--- config.mk ---
export PLATFORM = sky130hd
export DESIGN_NAME = tile_pixel_streamer
export DESIGN_NICKNAME = d
export VERILOG_FILES = /design/src/rtl/tile_render_pkg.sv /design/src/rtl/tile_pixel_streamer_scale_counter.sv /design/src/rtl/tile_pixel_streamer.sv
export SDC_FILE = /design/constraint.sdc
export NUM_CORES = 1
export LEC_CHECK = 0
export BUFFER_PORTS_ARGS = -buffer_cell sky130_fd_sc_hd__buf_2
export CORE_MARGIN = 2
export CORE_UTILIZATION = 47
export CTS_CLUSTER_SIZE = 10
export DETAILED_ROUTE_END_ITERATION = 8
export PLACE_DENSITY = 0.66
export SLEW_MARGIN = 10
export SYNTH_ARGS = -nofsm -noshare
export SYNTH_HDL_FRONTEND = slang
export SYNTH_HIERARCHICAL = 1
export SYNTH_SLANG_ARGS = --single-unit
--- constraint.sdc ---
create_clock -name clk -period 3 [get_ports clk]
set_input_delay 0.6 -clock clk [delete_from_list [all_inputs] [get_ports clk]]
set_output_delay 0.6 -clock clk [all_outputs]
set_load 0.05 [all_outputs]
--- src/rtl/tile_render_pkg.sv ---
// Shared constants and FSM encoding for the tile-grid sprite renderer.
package tile_render_pkg;

  localparam logic [1:0] UP    = 2'd0;
  localparam logic [1:0] RIGHT = 2'd1;
  localparam logic [1:0] DOWN  = 2'd2;
  localparam logic [1:0] LEFT  = 2'd3;

  localparam int         TILE_PX      = 8;
  localparam logic [3:0] BLANK_SPRITE = 4'hF;

  typedef enum logic [1:0] {BLANK, PREFETCH, READY, DRAW} stream_state_t;

endpackage

--- src/rtl/tile_pixel_streamer_scale_counter.sv ---
// Sub-step / bit / tile-index counter. Outputs reflect the current position
// (a clear forces zero in the same cycle) plus the tile index after this cycle.
module scale_counter
  import tile_render_pkg::*;
#(
  parameter int SCALE = 5,
  parameter int IDX_W = 4,
  localparam int SUB_W = (SCALE > 1) ? $clog2(SCALE) : 1
) (
  input  logic             clk,
  input  logic             reset,
  input  logic             clear,
  input  logic             advance,
  output logic [SUB_W-1:0] sub,
  output logic [2:0]       bit_idx,
  output logic [IDX_W-1:0] idx,
  output logic [IDX_W-1:0] idx_next
);

  logic [SUB_W-1:0] sub_q, sub_n;
  logic [2:0]       bit_q, bit_n;
  logic [IDX_W-1:0] idx_q;

  always_comb begin
    sub      = clear ? '0 : sub_q;
    bit_idx  = clear ? '0 : bit_q;
    idx      = clear ? '0 : idx_q;
    sub_n    = sub;
    bit_n    = bit_idx;
    idx_next = idx;
    if (advance) begin
      if (sub == SUB_W'(SCALE - 1)) begin
        sub_n = '0;
        if (bit_idx == 3'(TILE_PX - 1)) begin
          bit_n    = '0;
          idx_next = idx + IDX_W'(1);
        end else begin
          bit_n = bit_idx + 3'd1;
        end
      end else begin
        sub_n = sub + SUB_W'(1);
      end
    end
  end

  always_ff @(posedge clk or posedge reset) begin
    if (reset) begin
      sub_q <= '0;
      bit_q <= '0;
      idx_q <= '0;
    end else begin
      sub_q <= sub_n;
      bit_q <= bit_n;
      idx_q <= idx_next;
    end
  end

endmodule

--- src/rtl/tile_pixel_streamer.sv ---
// Walks the tile grid under the beam, fetches sprite slices from SpriteROM a
// tile ahead, and streams the double-buffered slice out as a scaled 1-bit pixel.
module tile_pixel_streamer
  import tile_render_pkg::*;
#(
  parameter int PIX_SCALE = 5,
  parameter int H_ACTIVE  = 640,
  parameter int V_ACTIVE  = 480,
  parameter int V_TOTAL   = 525
) (
  input  logic       clk,
  input  logic       reset,
  input  logic [9:0] pix_x,
  input  logic [9:0] pix_y,
  input  logic       video_active,
  output logic [3:0] tile_col,
  output logic [3:0] tile_row,
  input  logic [3:0] map_sprite_id,
  input  logic [1:0] map_orientation,
  output logic [3:0] rom_sprite_id,
  output logic [1:0] rom_orientation,
  output logic [2:0] rom_line_index,
  input  logic [7:0] rom_data,
  output logic       pixel_on
);

  localparam int SUB_W = (PIX_SCALE > 1) ? $clog2(PIX_SCALE) : 1;

  logic             hblank_entry, tile_start, fetch_issue;
  logic             fetch_p1, fetch_p2;
  logic [SUB_W-1:0] h_sub, v_sub_unused;
  logic [2:0]       h_bit, v_bit;
  logic [3:0]       h_tile, h_tile_next_unused, v_row, v_row_next;
  logic [7:0]       cur_slice, next_slice, shown_slice;
  stream_state_t    state_q, state_n;
  logic             load_cur, drawing;

  assign hblank_entry = (pix_x == 10'(H_ACTIVE));
  assign tile_start   = video_active && (h_sub == '0) && (h_bit == 3'd0);
  assign fetch_issue  = hblank_entry || tile_start;

  scale_counter #(.SCALE(PIX_SCALE), .IDX_W(4)) h_count (
    .clk      (clk),
    .reset    (reset),
    .clear    (pix_x == 10'd0),
    .advance  (video_active),
    .sub      (h_sub),
    .bit_idx  (h_bit),
    .idx      (h_tile),
    .idx_next (h_tile_next_unused)
  );

  // Vertical position is stepped on hblank entry so it already names the next line.
  scale_counter #(.SCALE(PIX_SCALE), .IDX_W(4)) v_count (
    .clk      (clk),
    .reset    (reset),
    .clear    (hblank_entry && (pix_y == 10'(V_TOTAL - 1))),
    .advance  (hblank_entry && (pix_y < 10'(V_ACTIVE - 1))),
    .sub      (v_sub_unused),
    .bit_idx  (v_bit),
    .idx      (v_row),
    .idx_next (v_row_next)
  );

  always_ff @(posedge clk or posedge reset) begin
    if (reset) begin
      tile_col        <= '0;
      tile_row        <= '0;
      fetch_p1        <= 1'b0;
      fetch_p2        <= 1'b0;
      rom_sprite_id   <= BLANK_SPRITE;
      rom_orientation <= UP;
      rom_line_index  <= '0;
      next_slice      <= 8'hFF;
    end else begin
      fetch_p1 <= fetch_issue;
      fetch_p2 <= fetch_p1;
      if (fetch_issue) begin
        tile_col <= hblank_entry ? 4'd0 : h_tile + 4'd1;
        tile_row <= v_row_next;
      end
      if (fetch_p1) begin
        rom_sprite_id   <= map_sprite_id;
        rom_orientation <= map_orientation;
        rom_line_index  <= v_bit;
      end
      if (fetch_p2) begin
        next_slice <= rom_data;
      end
    end
  end

  always_comb begin
    state_n  = state_q;
    load_cur = 1'b0;
    drawing  = 1'b0;
    case (state_q)
      BLANK: begin
        if (hblank_entry) state_n = PREFETCH;
      end
      PREFETCH: begin
        if (fetch_p2) state_n = READY;
      end
      READY: begin
        if (hblank_entry) begin
          state_n = PREFETCH;
        end else if ((pix_x == 10'd0) && video_active) begin
          load_cur = 1'b1;
          drawing  = 1'b1;
          state_n  = DRAW;
        end
      end
      DRAW: begin
        if (video_active) begin
          drawing  = 1'b1;
          load_cur = tile_start;
        end else begin
          state_n = hblank_entry ? PREFETCH : BLANK;
        end
      end
      default: state_n = BLANK;
    endcase
  end

  // The slice being loaded this cycle already drives the first pixel of its tile.
  assign shown_slice = load_cur ? next_slice : cur_slice;

  always_ff @(posedge clk or posedge reset) begin
    if (reset) begin
      state_q   <= BLANK;
      cur_slice <= 8'hFF;
      pixel_on  <= 1'b0;
    end else begin
      state_q  <= state_n;
      pixel_on <= drawing & ~shown_slice[h_bit];
      if (load_cur) cur_slice <= next_slice;
    end
  end

endmodule

* After elaboration in Yosys (flattened, before gate mapping)
Index checks and enable logic that the tools add are counted.
** Word-level totals
- Bits in registers :: 58
- Input bits :: 37
- Output and inout port bits :: 18
- Word-level logic and storage cells :: 90
** Operators by class
- $add $sub $neg :: 6
- $lt $le $gt $ge :: 2
- Equality and inequality tests :: 13
- Multiplexer cells :: 39
- Bitwise logic cells :: 2
- Reduce and logical (&&, ||, !) cells :: 11
** Operators with widths (count)
- 3-bit 2-to-1 mux :: 14
- 4-bit 2-to-1 mux :: 9
- 10-bit equality test, second input constant :: 2
- 3-bit by 1-bit adder with 3-bit output, second input constant :: 4
- 3-bit equality test, second input constant :: 4
- 10-bit logical NOT :: 1
- 10-bit by 9-bit less-than comparator with 1-bit output, second input constant :: 1
- 2-bit 2-to-1 mux :: 5
- 4-bit by 1-bit adder with 4-bit output, second input constant :: 2
- 8-bit 2-to-1 mux :: 1
- 2-bit one-hot mux with 4 select lines :: 1
- 3-bit logical NOT :: 2
- 1-bit 2-to-1 mux :: 6
- 2-bit inequality test, second input constant :: 3
- 1-bit logical AND :: 5
- 2-bit equality test, second input constant :: 2
- 3-bit by 4-bit less-than comparator with 1-bit output, second input constant :: 1
- 1-bit one-hot mux with 2 select lines :: 2
- 4-bit AND reduction :: 1
- 1-bit binary-select mux with 3-bit select :: 1
- 3-bit inequality test, second input constant :: 1
- 2-bit by 1-bit equality test with 1-bit output, second input constant :: 1
- 2-bit logical NOT :: 1
- 1-bit AND :: 1
- other kinds (2) :: 2

* Depth between registers and ports, before layout
- Depth in word-level cells :: 12
- Mapped depth :: 12
- Depth with buffers taken out :: 11

* Cells and area by module
Netlist, hierarchy kept.
** By module, submodules not included
- tile_pixel_streamer :: times used 1, cells each 150, area an instance 1830.5 µm², sequential area each 975.9 µm²
- scale_counter :: times used 2, cells each 51, area an instance 560.5 µm², sequential area each 250.2 µm²

* Worst setup path after synthesis
Ideal clock, no wire load.
- Path type :: input to register
- Start :: input pix_x[1]
- End :: register pixel_on
- Setup time :: 66 ps
- Arrival :: 3591 ps
- Data required time :: 2934 ps
- Setup slack :: -657 ps
- Stages :: 12
- Path buffers :: 2
- Cells stage by stage :: nor4_1 and3_1 buf_2 nand2b_1 inv_1 or4b_1 or3_1 buf_6 nand2_8 mux4_2 o32ai_1 a221o_1
** On the way
- Longest elaborated chain between the ends :: 12
- Elaborated cells between the ends (all ways) :: 19
- Those cells by class :: 1 x eq/ne; 10 x mux; 2 x bitwise; 6 x reduce/logical
** Ends and longest elaborated chain
- start, declared :: line tile_pixel_streamer.sv:13 : input logic [9:0] pix_x,
- 10-bit logical NOT :: line tile_pixel_streamer.sv:45 : .clear (pix_x == 10'd0),
- 3-bit 2-to-1 mux :: line tile_pixel_streamer_scale_counter.sv:25 : sub = clear ? '0 : sub_q;
- named net h_sub[1] :: line tile_pixel_streamer.sv:31 : logic [SUB_W-1:0] h_sub, v_sub_unused;
- 3-bit logical NOT :: line tile_pixel_streamer.sv:39 : assign tile_start = video_active && (h_sub == '0) && (h_bit == 3'd0);
- 1-bit logical AND (2 in series) :: line tile_pixel_streamer.sv:39
- 1-bit 2-to-1 mux :: line tile_pixel_streamer.sv:114 : if (video_active) begin
- 1-bit one-hot mux with 2 select lines :: line tile_pixel_streamer.sv:97 : case (state_q)
- 8-bit 2-to-1 mux
- 1-bit binary-select mux with 3-bit select :: line tile_pixel_streamer.sv:135 : pixel_on <= drawing & ~shown_slice[h_bit];
- 1-bit 2-to-1 mux (implied by the code) :: line tile_pixel_streamer.sv:135
- 1-bit NOT :: line tile_pixel_streamer.sv:135
- 1-bit AND :: line tile_pixel_streamer.sv:135
- end signal, assigned :: line tile_pixel_streamer.sv:135
- end, declared :: line tile_pixel_streamer.sv:24 : output logic pixel_on
The timed path passes the listed nets, and every way through them passes these cells. The select of a mux whose other input is x is not followed.
A chain may end at the register's enable or synchronous reset.

* Worst setup path after layout
- Start :: input pix_x[4]
- End :: register pixel_on
Same word-level chain as after synthesis.

==> impl_metrics.toml <==
[status]
outcome = "finished clean"

[power]
power.share.combinational_pct = 29.0
clkPwrFrac_pct = 28.4
p_int_mw = 1.76
p_sw_mw = 0.846
peakVddDrop_v = 0.000665
power_density_nw_per_um2 = 690
p_sw_share_pct = 32.5
seq_power_share_pct = 42.7
power_mw = 2.61
p_leak_nw = 1.91

[drt]
wl_met2_um = 2830
wl_met1_um = 2920
vias = 2174
drtPass1Iterations = 4
drt_iter0_drc = 79
routed_via_density = 5.19
wl_met3_um = 265
finalWirelength_um = 6100
ant_nets = 0
drc = 0
top_layer = "met4"
wire_per_inst_um = 14.6

[synth]
synth_cell_types = 46
synth-simple-area-share_pct = 17.3
synth_top_area_share_pct = 32.2
synth_most_common_cell = "dfrtp_1"
synthCells = 252
ys_ff_latch = 58
synth_top_family_by_area = "simple AND/OR/NAND/NOR gates"
muxShareOfSynthArea_pct = 15.3
synthXorXnorAreaFrac_pct = 3.56
synth_top_area_cell = "dfrtp_1"
yosysWarnings = 6
synthAdderAreaFrac_pct = 4.66
synth_compound_area_share_pct = 5.68
ys_seq_area_share_pct = 50.0
async_reset_ff_share_pct = 100
synthesis.area_um2 = 2950
synth_area_leaders = "dfrtp_1 32%, dfstp_2 18%, mux2_2 8.4%"
synth.avg_cell_area_um2 = 11.7
synthesis.nets = 300
synth_edf_count = 0
ys.flop_type = "dfrtp_1"
netlist_top_cells_count = "38 x dfrtp_1, 22 x mux2_2, 20 x dfstp_2"

[clock_tree]
clk_pin_slew_worst_paths_ps = 70
cts_max_level = 3
cts_made_buffers = 9
cts_num_sinks = 58
clk-insertion-delay-late_ps = 330
clock-root-buffer = "clkbuf_8"
cts_tree = "built"
clk_path_buf_depth = 2

[floorplanning]
num_io_pins = 55
die_area_um2 = 6930
rows = 28
die_height_um = 83.2
start_util_pct = 49.3
coreArea_um2 = 5990
die-width_um = 83.2

[run]
max-cap-violations = 0

[global_route]
grt_pass1_wl_um = 10300
track_usage_pct = 18.8
antenna_found_initial = 0
grt_max_degree = 28
grt_overflow_total = 0
grt_pass1_vias = 2163

[finish]
areaGrowthSynthToFinish_pct = 28.1
n_antenna_cell = 0
drive_above_1_share_pct = 48.8
multi_input_area_um2 = 1440
layout.nets = 387
final-seq-area_um2 = 1480
utilization_pct = 63.1
fillCellCount = 480

[setup_path]
path_buf_inv = 2
cp_cell_sequence = "buf_2, nor4_4, and3_4, nand2b_4, inv_2, or4b_4, or3_4, a211o_1, nand4_1, o21ai_1, a221o_1"
worstPathMaxFanout = 6
path_class = "primary input to flip-flop"
crit_path_end_kind = "flip-flop"
arrival_ps = 3160
start_kind = "primary input"
required_ps = 3210
max_stage_delay_ps = 500
cpLargestDelayFamily = "simple AND/OR/NAND/NOR gates"
critPathSlowestCell = "or4b_4"

[place]
io_buffers = 54
gp_congestion = 0.760
place_hpwl_um = 4600

[sta]
fin_crit_sh_pct = 98.2
slew_headroom_pct = 64.9
slew_viol_final = 0
grt_setup_unrepaired = "no"
setup_violations = 0
skew_ps = 4.84
final_hold_viol_count = 0
worst_pin_slew_ps = 526
max_freq_mhz = 340
min_period_ps = 2940

[min_path]
hold_class = "primary input to async pin"
[state kept, by name, indices dropped and copies added, names as in the netlist, 2 cells and up]
register         flops
h_count/sub_q        3
cur_slice            8
tile_row             4
rom_line_index       3
state_q              2
rom_sprite_id        4
h_count/bit_q        3
next_slice           8
rom_orientation      2
h_count/idx_q        4
tile_col             4
v_count/idx_q        4
v_count/bit_q        3
v_count/sub_q        3
[layer usage]
metal / track usage [%] / vias up
met5: 0 / -
met2: 28.9 / 44
li1: - / 1061
met4: 8.05 / 0
met3: 5.27 / 11
met1: 25.0 / 1058
[cells by family after synthesis]
family | after synthesis
simple gates | 88
flops | 58
xor+xnor | 12
buf+inv | 21
compound gates | 25
mux | 37
fa+ha+maj | 11
[path summary, 6_finish.rpt]
kind	from	end	slack (ps)	cells past startpoint
worst min-delay path	reset	h_count/bit_q[2]	260	2
min in group clk	tile_row[0]	tile_row[0]	480	1
worst max register to register	h_count/bit_q[2]	pixel_on	580	7
worst max-delay path	pix_x[4]	pixel_on	60	11
worst min register to register	tile_row[0]	tile_row[0]	480	1
max in group asynchronous	reset	rom_sprite_id[2]	1890	3
[cell usage in the layout, fill, tap and decap left out, drive strengths merged, types with 2 or more instances in the layout]
cell,instances
a21oi,7
a32o,2
a41oi,2
and3,3
and4b,2
buf,87
clkbuf,12
dfrtp,38
dfstp,20
ha,11
inv,11
mux2,32
mux2i,3
mux4,2
nand2,18
nand2b,4
nand3,7
nand4,6
nand4b,2
nor2,16
nor2b,16
nor3,3
nor4,3
nor4b,2
o21ai,8
or3,2
xnor2,7
xor2,5
[final cells by class]
| cell class | instances | share of cell area, % |
|---|---|---|
| timing repair buffer | 87 | 14.0 |
| clock buffer | 12 | 4.10 |
| inverter | 10 | 0.993 |
| multi-input combinational | 173 | 38.1 |
| sequential | 58 | 39.0 |
| clock inverter | 4 | 1.29 |
| tap | 75 | 2.48 |
[metrics by stage]
| step | hold slack [ps] | setup slack [ps] | setup TNS [ps] | cells | area [um^2] |
|---|---|---|---|---|---|
| global placement | 465 | -374 | -1600 | 402 | 3540 |
| global route | 276 | 3.28 | 0 | 419 | 3780 |
| detailed placement | 473 | -383 | -1690 | 402 | 3540 |
| finish | 259 | 55.4 | 0 | 419 | 3780 |
| CTS | 261 | 51.2 | 0 | 418 | 3750 |
| floorplan | 352 | -260 | -260 | 252 | 3010 |
[power groups by stage]
stage	Sequential (mW)	Clock [mW]	Combinational [mW]
after floorplan	1.25	0	0.373
after global placement	1.12	0	0.724
after detailed placement	1.12	0	0.748
after CTS	1.11	0.759	0.747
after global routing	1.14	0.801	0.814
final	1.11	0.739	0.755
[timing repair]
item                                    in CTS  in global routing
pin swaps                                    0                  3
buffers inserted                             0                  1
hold buffers                                 0                  0
gates resized for setup                      1                  7
endpoints found under the setup margin       1                  1
No activity file was read; power rests on OpenSTA's default activity.
